`src/rtl/sram_fifo_ctrl_pkg.sv`:
```
// Shared constants and types for the SRAM-backed first-word-fall-through FIFO.
// The prefetch buffer has its own small pointer type because its depth is not a power of two.
package fifo_package;

  localparam int DATA_WIDTH = 32;
  localparam int ADDR_WIDTH = 4;
  localparam int DEPTH      = 16;
  localparam int OBUF_DEPTH = 3;
  localparam int CNT_WIDTH  = ADDR_WIDTH + 2;

  typedef logic [1:0]            ob_ptr_t;
  typedef logic [ADDR_WIDTH-1:0] addr_t;
  typedef logic [DATA_WIDTH-1:0] data_t;
  typedef logic [ADDR_WIDTH:0]   mem_cnt_t;
  typedef logic [CNT_WIDTH-1:0]  cnt_t;

  // The obuf pointers wrap at OBUF_DEPTH, so a plain binary increment is not enough.
  function automatic ob_ptr_t ob_ptr_inc(input ob_ptr_t p);
    return (p == ob_ptr_t'(OBUF_DEPTH - 1)) ? ob_ptr_t'(0) : p + ob_ptr_t'(1);
  endfunction

endpackage

```
`src/rtl/sram_fifo_ctrl_if.sv`:
```
// Push/pop streaming handshake bundle between the FIFO controller and its producer/consumer.
// A word moves on a clock edge where valid & ready are both high; valid must not wait for ready.
interface sram_fifo_ctrl_if;
  import fifo_package::*;

  logic  push_valid_i;
  logic  push_ready_o;
  data_t push_data_i;
  logic  pop_valid_o;
  logic  pop_ready_i;
  data_t pop_data_o;

  modport slave (
    input  push_valid_i, push_data_i, pop_ready_i,
    output push_ready_o, pop_valid_o, pop_data_o
  );

  modport master (
    output push_valid_i, push_data_i, pop_ready_i,
    input  push_ready_o, pop_valid_o, pop_data_o
  );

endinterface

```
`src/rtl/fifo_obuf.sv`:
```
// Three-entry prefetch register FIFO; the head word is presented straight from a register.
// The controller never writes when full nor reads when empty, so no overflow guard lives here.
module fifo_obuf
  import fifo_package::*;
(
  input  logic       clk,
  input  logic       rst_n,
  input  logic       wr_en,
  input  data_t      wr_data,
  input  logic       rd_en,
  output data_t      rd_data,
  output logic [1:0] count
);

  ob_ptr_t head;
  ob_ptr_t tail;
  data_t   mem [OBUF_DEPTH];

  always_ff @(posedge clk or negedge rst_n) begin
    if (!rst_n) begin
      head  <= '0;
      tail  <= '0;
      count <= '0;
    end else begin
      if (wr_en) tail <= ob_ptr_inc(tail);
      if (rd_en) head <= ob_ptr_inc(head);
      case ({wr_en, rd_en})
        2'b10:   count <= count + 2'd1;
        2'b01:   count <= count - 2'd1;
        default: count <= count;
      endcase
    end
  end

  always_ff @(posedge clk) begin
    if (wr_en) mem[tail] <= wr_data;
  end

  assign rd_data = mem[head];

endmodule

```
`src/rtl/sram_fifo_ctrl.sv`:
```
// Turns a single-port SRAM into a first-word-fall-through FIFO, arbitrating the port between
// pushes and prefetch reads and hiding the read latency behind a small output buffer.
module sram_fifo_ctrl
  import fifo_package::*;
(
  input  logic                    clk,
  input  logic                    rst_n,
  sram_fifo_ctrl_if.slave         fifo,
  output addr_t                   sram_addr_o,
  output data_t                   sram_wdata_o,
  output logic                    sram_we_o,
  input  data_t                   sram_rdata_i,
  output cnt_t                    count_o,
  output logic                    full_o,
  output logic                    empty_o
);

  addr_t      wr_ptr;
  addr_t      rd_ptr;
  mem_cnt_t   mem_cnt;
  logic       rd_inflight;
  logic       wr_turn;
  logic [1:0] ob_cnt;

  logic rd_want;
  logic rd_sched;
  logic push_ready;
  logic push_fire;
  logic pop_fire;

  // Only registers feed rd_want, so push_ready never loops back through push_valid.
  assign rd_want    = (mem_cnt != '0) &&
                      (({1'b0, ob_cnt} + {2'b00, rd_inflight}) < 3'(OBUF_DEPTH));
  assign full_o     = (mem_cnt == mem_cnt_t'(DEPTH));
  assign push_ready = !full_o && !(rd_want && !wr_turn);
  assign rd_sched   = rd_want && !(wr_turn && fifo.push_valid_i);
  assign push_fire  = fifo.push_valid_i && push_ready;
  assign pop_fire   = fifo.pop_valid_o && fifo.pop_ready_i;

  assign fifo.push_ready_o = push_ready;
  assign fifo.pop_valid_o  = (ob_cnt != 2'd0);

  always_comb begin
    sram_we_o    = 1'b0;
    sram_addr_o  = rd_ptr;
    sram_wdata_o = '0;
    if (push_fire) begin
      sram_we_o    = 1'b1;
      sram_addr_o  = wr_ptr;
      sram_wdata_o = fifo.push_data_i;
    end
  end

  always_ff @(posedge clk or negedge rst_n) begin
    if (!rst_n) begin
      wr_ptr      <= '0;
      rd_ptr      <= '0;
      mem_cnt     <= '0;
      rd_inflight <= 1'b0;
      wr_turn     <= 1'b0;
    end else begin
      if (push_fire) wr_ptr <= wr_ptr + addr_t'(1);
      if (rd_sched)  rd_ptr <= rd_ptr + addr_t'(1);
      case ({push_fire, rd_sched})
        2'b10:   mem_cnt <= mem_cnt + mem_cnt_t'(1);
        2'b01:   mem_cnt <= mem_cnt - mem_cnt_t'(1);
        default: mem_cnt <= mem_cnt;
      endcase
      rd_inflight <= rd_sched;
      // A read this cycle hands the next contended cycle to the writer, and vice versa.
      wr_turn     <= rd_sched;
    end
  end

  fifo_obuf u_obuf (
    .clk     (clk),
    .rst_n   (rst_n),
    .wr_en   (rd_inflight),
    .wr_data (sram_rdata_i),
    .rd_en   (pop_fire),
    .rd_data (fifo.pop_data_o),
    .count   (ob_cnt)
  );

  assign count_o = cnt_t'(mem_cnt) + cnt_t'(rd_inflight) + cnt_t'(ob_cnt);
  assign empty_o = (count_o == '0);

endmodule

```
`src/flat_wrapper.sv`:
```
// flat-port wrapper written by rule: the top's interface ports become plain ports
module sram_fifo_ctrl_flat import fifo_package::*;
  (clk, rst_n, sram_addr_o, sram_wdata_o, sram_we_o, sram_rdata_i, count_o, full_o, empty_o, fifo_push_valid_i, fifo_push_data_i, fifo_pop_ready_i, fifo_push_ready_o, fifo_pop_valid_o, fifo_pop_data_o);
  sram_fifo_ctrl_if fifo_i ();
  input  logic clk;
  input  logic rst_n;
  output addr_t sram_addr_o;
  output data_t sram_wdata_o;
  output logic sram_we_o;
  input  data_t sram_rdata_i;
  output cnt_t count_o;
  output logic full_o;
  output logic empty_o;
  input wire logic [$bits(fifo_i.push_valid_i)-1:0] fifo_push_valid_i;
  input wire logic [$bits(fifo_i.push_data_i)-1:0] fifo_push_data_i;
  input wire logic [$bits(fifo_i.pop_ready_i)-1:0] fifo_pop_ready_i;
  output wire logic [$bits(fifo_i.push_ready_o)-1:0] fifo_push_ready_o;
  output wire logic [$bits(fifo_i.pop_valid_o)-1:0] fifo_pop_valid_o;
  output wire logic [$bits(fifo_i.pop_data_o)-1:0] fifo_pop_data_o;
  assign fifo_i.push_valid_i = fifo_push_valid_i;
  assign fifo_i.push_data_i = fifo_push_data_i;
  assign fifo_i.pop_ready_i = fifo_pop_ready_i;
  assign fifo_push_ready_o = fifo_i.push_ready_o;
  assign fifo_pop_valid_o = fifo_i.pop_valid_o;
  assign fifo_pop_data_o = fifo_i.pop_data_o;
  sram_fifo_ctrl u_core (.clk(clk), .rst_n(rst_n), .fifo(fifo_i), .sram_addr_o(sram_addr_o), .sram_wdata_o(sram_wdata_o), .sram_we_o(sram_we_o), .sram_rdata_i(sram_rdata_i), .count_o(count_o), .full_o(full_o), .empty_o(empty_o));
endmodule
```
`config.mk`:
```
export PLATFORM = sky130hd
export DESIGN_NAME = sram_fifo_ctrl_flat
export DESIGN_NICKNAME = d
export VERILOG_FILES = /design/src/rtl/sram_fifo_ctrl_pkg.sv /design/src/rtl/sram_fifo_ctrl_if.sv /design/src/rtl/fifo_obuf.sv /design/src/rtl/sram_fifo_ctrl.sv /design/src/flat_wrapper.sv
export SDC_FILE = /design/constraint.sdc
export NUM_CORES = 1
export LEC_CHECK = 0
export ABC_AREA = 0
export CORE_MARGIN = 8
export CORE_UTILIZATION = 48
export DETAILED_ROUTE_END_ITERATION = 8
export HOLD_SLACK_MARGIN = 0.02
export PLACE_DENSITY = 0.83
export SLEW_MARGIN = 20
export SYNTH_ARGS = -nofsm -noshare
export SYNTH_HDL_FRONTEND = slang
export SYNTH_HIERARCHICAL = 1
export SYNTH_SLANG_ARGS = --single-unit
export TNS_END_PERCENT = 100
```
`constraint.sdc`:
```
create_clock -name clk -period 4.2 [get_ports clk]
set_input_delay 0.42 -clock clk [delete_from_list [all_inputs] [get_ports clk]]
set_output_delay 0.42 -clock clk [all_outputs]
set_load 0.02 [all_outputs]
```
==> results of run 1 <==
==> synth_stat cells (4+ instances only) <==
| cell type | number | area share, % |
|---|---|---|
| dfrtp_1 | 20 | 9.8 |
| mux2i_1 | 34 | 6.7 |
| o21ai_1 | 30 | 2.9 |
| and3_1 | 33 | 4.0 |
| mux2_4 | 5 | 1.5 |
| xor2_1 | 5 | 0.86 |
| o21ai_0 | 6 | 0.59 |
| nor3_1 | 4 | 0.39 |
| xnor2_1 | 10 | 1.7 |
| clkbuf_1 | 9 | 0.66 |
| edfxtp_1 | 96 | 56 |
| nand2_1 | 40 | 2.9 |
| ha_1 | 10 | 2.4 |
| nor2_1 | 5 | 0.37 |
| inv_1 | 13 | 0.95 |
| buf_2 | 5 | 0.49 |
==> cells in the final DEF (no fill, tap or decap), types with 2 or more instances in the layout <==
| cell | n |
|---|---|
| buf_4 | 3 |
| nor3_1 | 3 |
| o21ai_0 | 6 |
| o21a_1 | 2 |
| edfxtp_1 | 96 |
| o21ai_1 | 30 |
| nand2_1 | 40 |
| inv_1 | 13 |
| a21o_1 | 3 |
| inv_6 | 7 |
| xnor2_1 | 10 |
| fa_1 | 3 |
| a21oi_1 | 2 |
| clkinv_4 | 2 |
| dfrtp_1 | 18 |
| clkbuf_16 | 16 |
| and3_1 | 33 |
| ha_1 | 10 |
| mux2_2 | 2 |
| clkdlybuf4s50_1 | 146 |
| mux2i_1 | 34 |
| nand2b_1 | 3 |
| nand3_1 | 2 |
| xor2_1 | 5 |
| nor2_1 | 4 |
| mux2_4 | 5 |
| clkinvlp_4 | 4 |
==> metrics by stage <==
step	area [sq um]	hold slack (ps)	util, %	instances	setup WS [ps]
final	7210	445	69.8	660	315
after global routing	7210	501	69.8	660	61.3
after CTS	7200	456	69.8	660	307
after detailed placement	6650	474	64.4	628	337
after global placement	6650	470	64.4	628	520
after floorplan	5110	124	-	363	759
==> metal layers <==
layer  vias up  global-route usage [%]
met2       156                    29.5
met1      1614                    17.4
li1       1629                       -
met3         8                    7.51
met5         -                       0
met4         0                    4.51
==> cells by family (layout without fill, tap and decap cells) <==
| group | Yosys count | in the layout | share of synthesized area [%] |
|---|---|---|---|
| compound gates | 47 | 47 | 5.11 |
| xor+xnor | 15 | 15 | 2.57 |
| fa+ha+maj | 13 | 13 | 3.62 |
| buf+inv | 33 | 194 | 3.74 |
| flops | 116 | 116 | 66.2 |
| mux | 42 | 42 | 9.00 |
| simple gates | 97 | 97 | 9.79 |
==> power breakdown <==
part,switching [uW],leakage (uW),internal (uW),total [uW]
clock,518,0.000263,796,1310
sequential,314,0.00112,1650,1960
combinational,1610,0.00138,1450,3060
==> path summary, 6_finish.rpt <==
check / endpoint / slack, ps / depth (start not counted)
setup reg to reg: u_core/mem_cnt[4]$_DFFE_PN0P_ / 310 / 13
hold / removal: u_core/mem_cnt[3]$_DFFE_PN0P_ / 440 / 1
setup / recovery: u_core/mem_cnt[4]$_DFFE_PN0P_ / 310 / 13
max in group asynchronous: u_core/u_obuf/head[1]$_DFFE_PN0P_ / 3090 / 1
min in group clk: u_core/rd_ptr[3]$_DFFE_PN0P_ / 490 / 1
hold reg to reg: u_core/rd_ptr[3]$_DFFE_PN0P_ / 490 / 1
==> registers in the layout, indices dropped and copies added (netlist names) <==
| name | cells |
|---|---|
| u_core/rd_ptr | 4 |
| u_core/wr_turn | 1 |
| u_core/mem_cnt | 5 |
| u_core/u_obuf/count | 2 |
| u_core/wr_ptr | 4 |
| u_core/u_obuf/mem | 96 |
| u_core/u_obuf/tail | 2 |
| u_core/u_obuf/head | 2 |
==> cell type report <==
type	instances	area share, %
flip-flops and latches	116	47.0
multi-input cells	214	21.6
repair buffers	149	20.6
clock buffers	17	5.75
well taps	136	2.36
clock inverters	15	2.00
inverters	13	0.677
==> summary.txt, run 1 <==
Timing
  – Fmax: 0.257 GHz
  – RSZ-0062 raised after global routing: false
  – Final min period: 3890 ps
  – Worst Max-Slew Pin Slew: 1030 ps
  – Period utilisation layout: 92.5%
  – Setup violators final: 0
  – Slew Limit Fails: 0
  – TNS Setup: 0 ps
  – Final hold violations: 0
  – Worst Clk Skew: 6.55 ps
  – Headroom to the max-slew limit: 31.0%

Finish
  – Filler cell count: 709
  – Layout cells sized above 1: 9.54%
  – FF+latch area: 0.00339 sq mm
  – Total Nets Final: 592
  – Area of the multi-input gates: 0.00156 sq mm
  – # diodes: 0
  – Synthesis-to-finish area growth: 40.9%

Hold path
  – HP Class: in2async

Route
  – Via count: 3407
  – Wire length on met2: 5.91 mm
  – Drt wl/cell: 17.5 um
  – Detailed Routing Iterations Pass 1: 4
  – DRT iter0 DRCs: 123
  – DR top layer: met4
  – Met3 WL: 1.11 mm
  – WL met1: 4.46 mm
  – Antenna viol nets, final: 0
  – # DRC: 0
  – Vias per cell: 5.16
  – Drt total wl: 11.5 mm

Floorplan
  – Rows: 37
  – Core region area: 0.0103 sq mm
  – Io pins: 147
  – Starting Density: 49.5%
  – DIE WIDTH: 119 um
  – Die Y-Extent: 119 um
  – Die area: 0.0142 sq mm

Job
  – Max-cap violations: 0

Clock network
  – Clock buffer count from CTS: 17
  – Root buf cell: clkbuf_8
  – H-tree lvl count: 4
  – Max Root-Sink Buffers: 2
  – Hold_buf cts: 0
  – Setup bufs post-CTS: 0
  – Clock Latency Late Sink: 490 ps
  – TritonCTS clock tree: done
  – Clock slew at reported path FFs: 60 ps
  – CTS Sinks: 116
  – Post-cts resize count: 0

Power and ir drop
  – Tot Pwr: 6340 uW
  – PwrDens: 880 mW/mm^2
  – Maximum VDD drop: 0.571 mV
  – Lkg Pwr: 0.00277 uW

Critical path
  – Cell seen most often among critical-path stages: ha_1
  – CP Cell Sequence: ha_1 > ha_1 > a211oi_1 > mux2i_4 > and2_4 > inv_1 > ha_1 > inv_1 > fa_1 > nor2b_1 > o21a_1 > mux2_2 > o311ai_0
  – CP arrival: 4260 ps
  – CP top delay family: adder cells
  – CP startpoint kind: flip-flop
  – Worst path max stage delay: 430 ps
  – Worst path slowest cell: dfrtp_1
  – Crit path from: u_core/wr_turn$_DFF_PN0_
  – Setup crit end kind: flip-flop
  – CP Buf/Inv Count: 2
  – Crit Path Max Fanout: 36
  – Reg2reg start: u_core/wr_turn$_DFF_PN0_
  – Crit Path Category: reg2reg
  – CP required: 4580 ps

Placed design
  – Post-DP HPWL: 8.13 mm
  – Gp weighted congestion: 0.781
  – I/O Buffers: 146

Synth
  – Mapped Nets: 444
  – Post-Syn Area: 0.00511 sq mm
  – Syn Inst Count: 363
  – Synth unique cells: 41
  – Flops & latches, synth: 116
  – Synth Flop Type: edfxtp_1
  – Seq/Total Area, Yosys: 66.2%
  – Async SR Flop Fraction: 17.2%
  – EDFF count, synth: 96
  – Post-Syn Area per Cell: 14.1 sq um
  – Yosys warns: 6

Global routing
  – First-pass GRT wire length: 18.6 mm
  – Antenna violations before repair: 0
  – Largest net degree at the start of global routing: 67
  – GRT Util Overall: 16.6%
  – GRT overflow: 0
  – Number of global-route vias before repair: 3739

Run status
  – Status: finished, final reports clean
No activity file was read; power rests on OpenSTA's default activity.
==> inputs of run 2 (changes only) <==
CTS_CLUSTER_SIZE = 24   (was not set)
GPL_TIMING_DRIVEN = 0   (was not set)
MAX_ROUTING_LAYER = met4   (was not set)
==> run 2 against run 1 <==
Compared with the run above: cell count rose by 3.6%; first-iteration DRC count rose by 57%; critical endpoint unchanged; power rose by 2.9%; sequential share of layout area fell by 1.2 points; wire length rose by 7.3%; final area rose by 2.5%; sequential power fell by 7%; global-route usage rose by 1.9 points; fmax barely moved; clock power fell by 3%; highest routed layer unchanged; critical path type unchanged.
==> summary.txt, run 2 (synthesis results as in run 1) <==
Clock network
  – CTS Sinks: 116 (unchanged)
  – Post-cts resize count: 0 (unchanged)
  – H-tree lvl count: 4 (unchanged)
  – Clock buffer count from CTS: 17 (unchanged)
  – Clock slew at reported path FFs: 50 ps (was 60 ps)
  – TritonCTS clock tree: done (unchanged)
  – Root buf cell: clkbuf_8 (unchanged)
  – Max Root-Sink Buffers: 2 (unchanged)
  – Clock Latency Late Sink: 500 ps (was 490 ps)
  – Hold_buf cts: 0 (unchanged)
  – Setup bufs post-CTS: 0 (unchanged)

Critical path
  – CP Cell Sequence: ha_1 > ha_1 > a211oi_1 > mux2i_4 > and2_4 > buf_12 > inv_1 > ha_1 > inv_1 > fa_1 > nor2b_1 > o21a_1 > mux2_2 > o311ai_0 (was ha_1 > ha_1 > a211oi_1 > mux2i_4 > and2_4 > inv_1 > ha_1 > inv_1 > fa_1 > nor2b_1 > o21a_1 > mux2_2 > o311ai_0)
  – Setup crit end kind: flip-flop (unchanged)
  – Reg2reg start: u_core/wr_turn$_DFF_PN0_ (unchanged)
  – Setup slack, reg-to-reg: 320 ps (was 310 ps)
  – Worst path slowest cell: dfrtp_1 (unchanged)
  – Worst path max stage delay: 430 ps (about the same)
  – CP arrival: 4260 ps (about the same)
  – CP Buf/Inv Count: 3 (was 2)
  – R2R cell count: 14 (was 13)
  – Reg2reg end: u_core/mem_cnt[4]$_DFFE_PN0P_ (unchanged)
  – Cell seen most often among critical-path stages: ha_1 (unchanged)
  – CP top delay family: adder cells (unchanged)
  – Crit Path Category: reg2reg (unchanged)
  – CP startpoint kind: flip-flop (unchanged)
  – Crit Path Max Fanout: 9 (was 36)
  – CP required: 4570 ps (was 4580 ps)

Placed design
  – Cells after DPL: 653 (was 628)
  – I/O Buffers: 145 (was 146)
  – Post-DP HPWL: 8.97 mm (was 8.13 mm)
  – Gp weighted congestion: 0.803 (was 0.781)

Finish
  – Registers with the most flip-flops: u_core/u_obuf/mem x96, u_core/mem_cnt x5 (unchanged)
  – Filler cell count: 664 (was 709)
  – Most frequent cells in the layout: 145 x clkdlybuf4s50_1, 96 x edfxtp_1, 40 x nand2_1 (was 146 x clkdlybuf4s50_1, 96 x edfxtp_1, 40 x nand2_1)
  – Commonest non-fill, non-tap cell in the layout: clkdlybuf4s50_1 (unchanged)
  – Total Nets Final: 617 (was 592)
  – Largest Register: u_core/u_obuf/mem (unchanged)
  – Layout cells sized above 1: 10.8% (was 9.54%)
  – Max reg flops: 96 (unchanged)
  – # diodes: 0 (unchanged)
  – Synthesis-to-finish area growth: 44.4% (was 40.9%)
  – FF+latch area: 0.00338 sq mm (was 0.00339 sq mm)
  – Final Instance Count excl. Fillers: 684 (was 660)
  – Area of the multi-input gates: 0.00156 sq mm (unchanged)

Global routing
  – Number of global-route vias before repair: 3962 (was 3739)
  – Largest net degree at the start of global routing: 24 (was 67)
  – First-pass GRT wire length: 20.0 mm (was 18.6 mm)
  – GRT Util Overall: 18.5% (was 16.6%)
  – GRT overflow: 0 (unchanged)
  – Antenna violations before repair: 0 (unchanged)

Hold path
  – Cells on Worst Hold Path: 3
  – HP Class: in2reg (was in2async)
  – Hold EP: u_core/wr_ptr[2]$_DFFE_PN0N_
  – Min-delay src: fifo_push_valid_i

Power and ir drop
  – Maximum VDD drop: 0.611 mV (was 0.571 mV)
  – Tot Pwr: 6520 uW (was 6340 uW)
  – Lkg Pwr: 0.00287 uW (was 0.00277 uW)
  – PwrDens: 883 mW/mm^2 (was 880 mW/mm^2)

Timing
  – Setup violators final: 0 (unchanged)
  – Fmax: 0.257 GHz (about the same)
  – Headroom to the max-slew limit: 39.1% (was 31.0%)
  – Slew Limit Fails: 0 (unchanged)
  – Final hold violations: 0 (unchanged)
  – Worst Max-Slew Pin Slew: 910 ps (was 1030 ps)
  – RSZ-0062 raised after global routing: false (unchanged)
  – Period utilisation layout: 92.5% (about the same)
  – Final min period: 3880 ps (was 3890 ps)
  – Worst Clk Skew: 7.59 ps (was 6.55 ps)

Run status
  – Status: finished, final reports clean (unchanged)

Floorplan
  – Core region area: 0.0103 sq mm (unchanged)
  – Rows: 37 (unchanged)
  – Die area: 0.0142 sq mm (unchanged)
  – Die Y-Extent: 119 um (unchanged)
  – Starting Density: 49.5% (unchanged)
  – DIE WIDTH: 119 um (unchanged)
  – Io pins: 147 (unchanged)

Route
  – Antenna viol nets, final: 0 (unchanged)
  – Detailed Routing Iterations Pass 1: 4 (unchanged)
  – Via count: 3512 (was 3407)
  – # DRC: 0 (unchanged)
  – Drt total wl: 12.4 mm (was 11.5 mm)
  – DRT iter0 DRCs: 193 (was 123)
  – Drt wl/cell: 18.1 um (was 17.5 um)
  – Vias per cell: 5.13 (was 5.16)

Job
  – Max-cap violations: 0 (unchanged)
==> run 2: metrics by stage <==
step	utilization, %	instance area (sq um)	setup TNS [ps]	setup slack [ps]	hold slack (ps)
3_5_place_dp	66.3	6850	0	304	479
3_3_place_gp	65.2	6740	-36210	-673	461
5_1_grt	71.5	7380	0	49.3	387
2_1_floorplan	-	5110	0	759	124
6_report	71.5	7380	0	316	389
4_1_cts	71.5	7380	0	289	367
==> run 2: final cells by class <==
cell class,instances,area share (%)
plain buffers,20,1.93
repair buffers,154,20.9
well taps,136,2.30
flip-flops and latches,116,45.8
multi-input cells,214,21.1
clock inverters,13,1.59
inverters,13,0.661
clock buffers,18,5.66
==> run 2: worst max path at each step <==
stage	start	depth (start not counted)	to	slack, ps
after floorplan	u_core/wr_turn$_DFF_PN0_	14	u_core/mem_cnt[4]$_DFFE_PN0P_	760
after global placement	u_core/wr_turn$_DFF_PN0_	2	u_core/u_obuf/mem[2][8]$_DFFE_PP_	-670
after detailed placement	u_core/wr_turn$_DFF_PN0_	14	u_core/mem_cnt[4]$_DFFE_PN0P_	300
after CTS	u_core/wr_turn$_DFF_PN0_	14	u_core/mem_cnt[4]$_DFFE_PN0P_	290
after global routing	u_core/wr_turn$_DFF_PN0_	14	u_core/mem_cnt[4]$_DFFE_PN0P_	50
final	u_core/wr_turn$_DFF_PN0_	14	u_core/mem_cnt[4]$_DFFE_PN0P_	320
==> run 2: power by group <==
part / internal [uW] / switching, uW / total [uW]
Sequential: 1650 / 177 / 1820
Clock: 823 / 452 / 1270
Combinational: 1590 / 1830 / 3420
Total: 4060 / 2460 / 6520
==> run 2: routing by layer <==
layer,global-route usage [%],vias to the layer above,wire [um]
li1,-,1674,-
met1,19.6,1674,4930
met2,31.9,149,6350
met3,6.90,15,1000
met4,4.90,0,102
met5,-,-,0
==> run 2: worst min-delay path: cells and delay by family <==
kind / cells / cell delay (ps)
xor gates and xnor gates: 1 / 60
buffers and inverters: 1 / 210
and+or+nand+nor: 1 / 160
